$ cat src/rtl/stopwatch_pkg.sv
// Shared types and defaults for the stopwatch controller and its digit counters.
package stopwatch_pkg;

    typedef enum logic [1:0] {
        STOP  = 2'd0,
        RUN   = 2'd1,
        CLEAR = 2'd2
    } sw_state_e;

    localparam int unsigned MSEC_MOD_DEF = 10;
    localparam int unsigned SEC_MOD_DEF  = 60;
    localparam int unsigned MIN_MOD_DEF  = 60;
    localparam int unsigned HOUR_MOD_DEF = 24;

    // Counter width for a mod-m digit; never narrower than one bit.
    function automatic int unsigned cnt_width(input int unsigned m);
        return (m > 1) ? $clog2(m) : 1;
    endfunction

endpackage

$ cat src/rtl/stopwatch_digit.sv
// Mod-N counter stage; carry_out fires on the increment that wraps N-1 back to 0.
module stopwatch_digit
    import stopwatch_pkg::*;
#(
    parameter  int unsigned N = 10,
    localparam int unsigned W = cnt_width(N)
) (
    input  logic         clk,
    input  logic         reset,
    input  logic         inc_in,
    input  logic         clr,
    output logic [W-1:0] count,
    output logic         carry_out
);

    localparam logic [W-1:0] LAST = W'(N - 1);

    // Clear has priority over increment.
    always_ff @(posedge clk or negedge reset) begin
        if (!reset) begin
            count <= '0;
        end else if (clr) begin
            count <= '0;
        end else if (inc_in) begin
            count <= (count == LAST) ? '0 : count + W'(1);
        end
    end

    assign carry_out = inc_in && (count == LAST);

endmodule

$ cat src/rtl/stopwatch_ctrl.sv
// Stopwatch control: button edge detection, STOP/RUN/CLEAR FSM and a chained
// tenths:seconds:minutes:hours counter that rolls over silently.
module stopwatch_ctrl
    import stopwatch_pkg::*;
#(
    parameter int unsigned MSEC_MOD = MSEC_MOD_DEF,
    parameter int unsigned SEC_MOD  = SEC_MOD_DEF,
    parameter int unsigned MIN_MOD  = MIN_MOD_DEF,
    parameter int unsigned HOUR_MOD = HOUR_MOD_DEF
) (
    input  logic                              clk,
    input  logic                              reset,
    input  logic                              btn_run_stop,
    input  logic                              btn_clear,
    input  logic                              tick,
    output logic                              div_en,
    output logic                              div_clear,
    output logic [cnt_width(MSEC_MOD)-1:0]    msec,
    output logic [cnt_width(SEC_MOD)-1:0]     sec,
    output logic [cnt_width(MIN_MOD)-1:0]     min,
    output logic [cnt_width(HOUR_MOD)-1:0]    hour,
    output logic                              running
);

    sw_state_e state;
    logic      armed;
    logic      rs_prev;
    logic      clr_prev;
    logic      rs_pulse_c;
    logic      clr_pulse_c;
    logic      count_en_c;
    logic      clear_cnt_c;
    logic      msec_carry;
    logic      sec_carry;
    logic      min_carry;
    logic      hour_carry_unused;

    // armed stays low for the first edge after reset so a button held across
    // release looks like a steady level rather than a fresh press.
    always_ff @(posedge clk or negedge reset) begin
        if (!reset) begin
            armed    <= 1'b0;
            rs_prev  <= 1'b0;
            clr_prev <= 1'b0;
        end else begin
            armed    <= 1'b1;
            rs_prev  <= btn_run_stop;
            clr_prev <= btn_clear;
        end
    end

    assign rs_pulse_c  = armed && btn_run_stop && !rs_prev;
    assign clr_pulse_c = armed && btn_clear && !clr_prev;

    // State and its decoded outputs update together so the outputs stay registered.
    always_ff @(posedge clk or negedge reset) begin
        if (!reset) begin
            state     <= STOP;
            running   <= 1'b0;
            div_en    <= 1'b0;
            div_clear <= 1'b0;
        end else begin
            case (state)
                STOP: begin
                    if (clr_pulse_c) begin
                        state     <= CLEAR;
                        div_clear <= 1'b1;
                    end else if (rs_pulse_c) begin
                        state   <= RUN;
                        running <= 1'b1;
                        div_en  <= 1'b1;
                    end
                end
                RUN: begin
                    if (rs_pulse_c) begin
                        state   <= STOP;
                        running <= 1'b0;
                        div_en  <= 1'b0;
                    end
                end
                CLEAR: begin
                    state     <= STOP;
                    div_clear <= 1'b0;
                end
                default: begin
                    state     <= STOP;
                    running   <= 1'b0;
                    div_en    <= 1'b0;
                    div_clear <= 1'b0;
                end
            endcase
        end
    end

    // Qualify on the registered state so a tick on the leaving edge still counts.
    assign count_en_c  = tick && (state == RUN);
    assign clear_cnt_c = (state == CLEAR);

    stopwatch_digit #(.N(MSEC_MOD)) u_msec (
        .clk       (clk),
        .reset     (reset),
        .inc_in    (count_en_c),
        .clr       (clear_cnt_c),
        .count     (msec),
        .carry_out (msec_carry)
    );

    stopwatch_digit #(.N(SEC_MOD)) u_sec (
        .clk       (clk),
        .reset     (reset),
        .inc_in    (msec_carry),
        .clr       (clear_cnt_c),
        .count     (sec),
        .carry_out (sec_carry)
    );

    stopwatch_digit #(.N(MIN_MOD)) u_min (
        .clk       (clk),
        .reset     (reset),
        .inc_in    (sec_carry),
        .clr       (clear_cnt_c),
        .count     (min),
        .carry_out (min_carry)
    );

    stopwatch_digit #(.N(HOUR_MOD)) u_hour (
        .clk       (clk),
        .reset     (reset),
        .inc_in    (min_carry),
        .clr       (clear_cnt_c),
        .count     (hour),
        .carry_out (hour_carry_unused)
    );

endmodule

$ cat config.mk
export PLATFORM = sky130hd
export DESIGN_NAME = stopwatch_ctrl
export DESIGN_NICKNAME = d
export VERILOG_FILES = /design/src/rtl/stopwatch_pkg.sv /design/src/rtl/stopwatch_digit.sv /design/src/rtl/stopwatch_ctrl.sv
export SDC_FILE = /design/constraint.sdc
export NUM_CORES = 1
export LEC_CHECK = 0
export CORE_ASPECT_RATIO = 1.4
export CORE_MARGIN = 2
export CORE_UTILIZATION = 45
export CTS_BUF_LIST = sky130_fd_sc_hd__clkbuf_2
export DETAILED_ROUTE_END_ITERATION = 6
export PLACE_DENSITY = 0.81
export SETUP_SLACK_MARGIN = 0.2
export SLEW_MARGIN = 15
export SYNTH_ARGS = -nofsm -noshare
export SYNTH_HDL_FRONTEND = slang
export SYNTH_SLANG_ARGS = --single-unit
export TNS_END_PERCENT = 100
$ cat constraint.sdc
create_clock -name clk -period 5.2 [get_ports clk]
set_clock_uncertainty 0.05 [all_clocks]
set_input_delay 1.04 -clock clk [delete_from_list [all_inputs] [get_ports clk]]
set_output_delay 1.04 -clock clk [all_outputs]
set_load 0.02 [all_outputs]
=== After elaboration in Yosys (flattened, before gate mapping) ===
Cells that the tools add are included.

* Reductions and logical operators: 18
* Add/subtract/negate cells: 4
* Bitwise logic cells: 2
* Equality and inequality tests: 11
* Muxes and demuxes: 22

{| class="wikitable"
|+ Operators with widths
! operator !! number
|-
| $mux 6 || 6
|-
| $mux 5 || 3
|-
| $add 6x1->6 const B || 2
|-
| $eq 6x6->1 const B || 2
|-
| $mux 4 || 3
|-
| $logic_and 1x1->1 || 8
|-
| $ne 2x2->1 const B || 4
|-
| $reduce_bool 2->1 || 4
|-
| $mux 2 || 3
|-
| $add 5x1->5 const B || 1
|-
| $eq 5x5->1 const B || 1
|-
| $add 4x1->4 const B || 1
|-
| $eq 4x4->1 const B || 1
|-
| $mux 1 || 4
|-
| $pmux 2 s2 || 1
|-
| $reduce_and 2->1 || 2
|-
| $reduce_and 4->1 || 1
|-
| $ne 3x3->1 const B || 1
|-
| $pmux 1 s3 || 1
|-
| $eq 2x1->1 const B || 1
|-
| $eq 2x2->1 const B || 1
|-
| $logic_not 1->1 || 2
|-
| $logic_not 2->1 || 1
|-
| $not 1->1 || 2
|-
| $pmux 1 s2 || 1
|}

* Logic and storage cells: 67
* Bits of input ports: 5
* Bits in registers: 28
* Output and inout bits: 24

=== Logic depth before layout (Yosys ltp) ===
* Depth in word-level cells: 7
* Mapped depth: 7
* Depth with buffers taken out: 6

=== By module ===
A second synthesis with hierarchy kept.

* Cells, all modules: 140
* Area, all modules: 1457.6 sq um

{| class="wikitable"
|+ By module, submodules not included
! module !! instances !! area an instance (sq um) !! cells each !! seq. area each (sq um)
|-
| stopwatch_digit at u_min ... || 2 || 329.1 || 33 || 150.1
|-
| stopwatch_ctrl || 1 || 295.3 || 24 || 175.2
|-
| stopwatch_digit at u_hour || 1 || 262.8 || 24 || 125.1
|-
| stopwatch_digit at u_msec || 1 || 241.5 || 26 || 100.1
|}

=== Worst setup path before layout ===
No wires, ideal clock.

* Kind: input-to-reg
* Start point: input tick
* End point: register u_hour.count[2]
* Cell stages on the path: 5
* Arrival time: 2.363 ns
* Slack: 2.709 ns
* Required time: 5.072 ns
* Path buffers: 1
* Library setup time: 0.078 ns
* Path through: nand3b_1 or4_4 buf_6 or4_1 a21oi_1

* Word-level cells in the longest chain between the ends: 5

{| class="wikitable"
|+ Ends and longest elaborated chain
! element !! line !! source
|-
| start: declaration || stopwatch_ctrl.sv:15 || <nowiki>input logic tick,</nowiki>
|-
| $logic_and 1x1->1 || stopwatch_ctrl.sv:96 || <nowiki>assign count_en_c = tick && (state == RUN);</nowiki>
|-
| $logic_and 1x1->1 (3 in series) || stopwatch_digit.sv:29 || <nowiki>assign carry_out = inc_in && (count == LAST);</nowiki>
|-
| $reduce_bool 2->1 (no source line) || n/a ||
|-
| end signal: assignment || stopwatch_digit.sv:25 || <nowiki>count <= (count == LAST) ? '0 : count + W'(1);</nowiki>
|-
| end: declaration || stopwatch_digit.sv:12 || <nowiki>output logic [W-1:0] count,</nowiki>
|}

Every way passes these cells.
A chain may end at the register's enable or synchronous reset.

=== Worst setup path in the final report ===
* Start point: input tick
* End point: register u_hour.count[3]

The elaborated chain is that of the path after synthesis.

==> summary.md <==
| Metric | Value |
|---|---|
| Number of synthesized flops with an enable pin | 0 |
| Post-CTS setup buffers | 0 |
| DR WL/cell | around 15 um |
| Clk buf depth | 2 |
| Setup violators final | 0 |
| Fraction of registers with async set/reset | 100.0% |
| Max_slew headroom | 44.17% |
| Die Width | 51.67 um |
| Die area | 3654 um^2 |
| Synth Net Count | 152 |
| Root Buffer Master | clkbuf_2 |
| Total congestion overflow | 0 |
| Mean post-synth cell area | between 10 and 15 um^2 |
| CP startpoint kind | input port |
| Share of cells above drive strength 1 | roughly 5.3% |
| Syn. warnings | 0 |
| Rows | 24 |
| Clock slew at reported path FFs | 260 ps |
| Setup WS pre-CTS | 1908 ps |
| Req. time, crit path | 5460 ps |
| Post-CTS Hold Buffers | 0 |
| Minimum clock period | 2873 ps |
| Distinct cells, synth | 36 |
| Final nets | 180 |
| Worst-Skew Late Latency | 360 ps |
| H-tree Lvls | 1 |
| Vias per cell | just under 6 |
| HPWL Detailed | 2.258 mm |
| Post-synthesis sequential area ratio | slightly below 50% |
| Total GRT Usage | 18.76% |
| Via count | around 1200 |
| RSZ-0062 raised after global routing | false |
| Largest net degree at the start of global routing | 29 |
| Total Wirelength | 3.067 mm |
| Most frequent cells in the layout | 28 x dfrtp_1, 28 x clkdlybuf4s50_1, 11 x nand2_1 |
| Remaining DRCs | 0 |
| CP Class | in2reg |
| Ant diodes | 0 |
| Final hold vios | 0 |
| Synth Flop Type | dfrtp_1 |
| Gpl congestion | about 0.79 |
| Final setup TNS | 0 ps |
| PostCTS Resize Cnt | 0 |
| First-pass GRT wire length | 5.409 mm |
| Slew Limit Fails | 0 |
| Critical Path End Type | flop |
| Slew @ Worst Pin | 834.4 ps |
| Initial DRT Pass Iterations | 4 |
| Cell Area, Placed | 1734 um^2 |
| Pwr/cell area | 285.2 nW/um^2 |
| Final Total Pwr | 507.5 uW |
| Area grow syn2layout | 24.30% |
| Remaining antenna violation count | 0 |
| Register bit total from synthesis | 28 |
| CTS Buf Count | 3 |
| Number of global-route vias before repair | between 1000 and 1500 |
| Final period utilization | 55.24% |
| 1st-iter DRT viols | 23 |
| CP Max Fanout | 11 |
| Port-buffer cells | 28 |
| TritonCTS Sinks | 28 |
| Die height | approximately 71 um |
| Post-route cell area | 1779 um^2 |
| Static leakage | 0.0007499 uW |
| Initial core utilization | a little under half |
| Core area | 3063 um^2 |
| Ports | 29 |
| Netlist Area Pre-Place | 1431 um^2 |
| WP data arrival | 3140 ps |
| Post-synthesis cell count | 142 |
| CTS tree | yes |
| Initial antenna violation count | 0 |
| Setup WS post-layout | about 2300 ps |
| Max-cap viol count | 0 |
| F_max | between 0.3 and 0.4 GHz |
| Outcome | complete, no violations |
| VDD IR max | 233.2 uV |
| Min-delay worst type | reg2reg |
-- critical path, cell delays in order --
cell and delay [ps]:
clkdlybuf4s50_1 460, nand3b_1 270, or4_4 670, or4_1 550
mux2i_1 140
-- through the flow --
stage | std cells | utilization [%] | hold WS, ps
6_report | 208 | 58.09 | 490.3
5_1_grt | 208 | 58.09 | 525.0
4_1_cts | 208 | 58.09 | 490.4
3_5_place_dp | 204 | 56.62 | 445.7
3_3_place_gp | 204 | 56.62 | 421.4
2_1_floorplan | 142 | - | 427.6
-- state kept, by name, summed over array words and instances (netlist names) --
signal,cells
u_min.count,6
rs_prev,1
running,1
div_clear,1
u_msec.count,4
clr_prev,1
armed,1
u_sec.count,6
u_hour.count,5
state,2
-- layout make-up --
class / count / area (um^2)
repair buffers: 29 / 287.8
clock buffers: 3 / 15.01
flip-flops and latches: 28 / 700.7
fillers: 273 / 1284
well taps: 39 / 48.80
clock inverters: 1 / 30.03
multi-input cells: 102 / 674.4
inverters: 6 / 22.52
-- cell families (layout without fill, tap and decap cells) --
family	count (synthesis)	in the layout	synth area share, %
mux	4	4	2.797
flops	28	28	48.95
xor+xnor	2	2	1.224
simple gates	57	57	23.78
buf+inv	12	39	3.933
other cells	1	1	0.2620
compound gates	33	33	14.69
fa+ha+maj	5	5	4.371
-- synth_stat cells, types with 2 or more instances --
library cell	count	area, um^2
nor2_1	7	26.28
clkbuf_1	4	15.01
or4_1	3	22.52
o31ai_1	2	15.01
a21oi_1	10	50.05
nand2_1	11	41.29
o21ai_0	8	40.04
or2_2	2	12.51
nor4_1	3	18.77
xnor2_1	2	17.52
nand3b_1	6	45.04
nor3_1	6	30.03
a311oi_1	2	17.52
nand3_1	4	20.02
o22ai_1	2	12.51
a21o_1	3	22.52
nand2b_1	3	18.77
inv_1	6	22.52
nand4b_1	3	26.28
nand4_1	3	18.77
nor3b_1	3	22.52
mux2i_1	4	40.04
ha_1	5	62.56
dfrtp_1	28	700.7
-- routing by layer --
metal / vias to the layer above / GRT usage, % / routed length (um)
li1: 585 / - / -
met1: 597 / 24.76 / 1339
met4: 0 / 5.263 / 12
met5: - / 0 / 0
met2: 21 / 31.62 / 1610
met3: 2 / 2.954 / 105
-- path summary, 6_finish.rpt --
kind,start,end,slack [ps],cells after the start
setup / recovery,tick,u_hour.count[3],2330,5
max in group asynchronous,reset,u_min.count[1],3880,2
min in group asynchronous,reset,div_clear,950,2
hold reg to reg,clr_prev,state[1],490,2
setup reg to reg,state[1],u_hour.count[3],2880,4
hold / removal,clr_prev,state[1],490,2
-- report_power, final --
group	internal (uW)	switching, uW	leakage [uW]
Combinational	56.5	60.6	0.000351
Clock	66.2	63.6	0.0000266
Sequential	237	23.2	0.000372
Total	360	147	0.000750
Note: power is estimated with default switching activity, not from simulation.
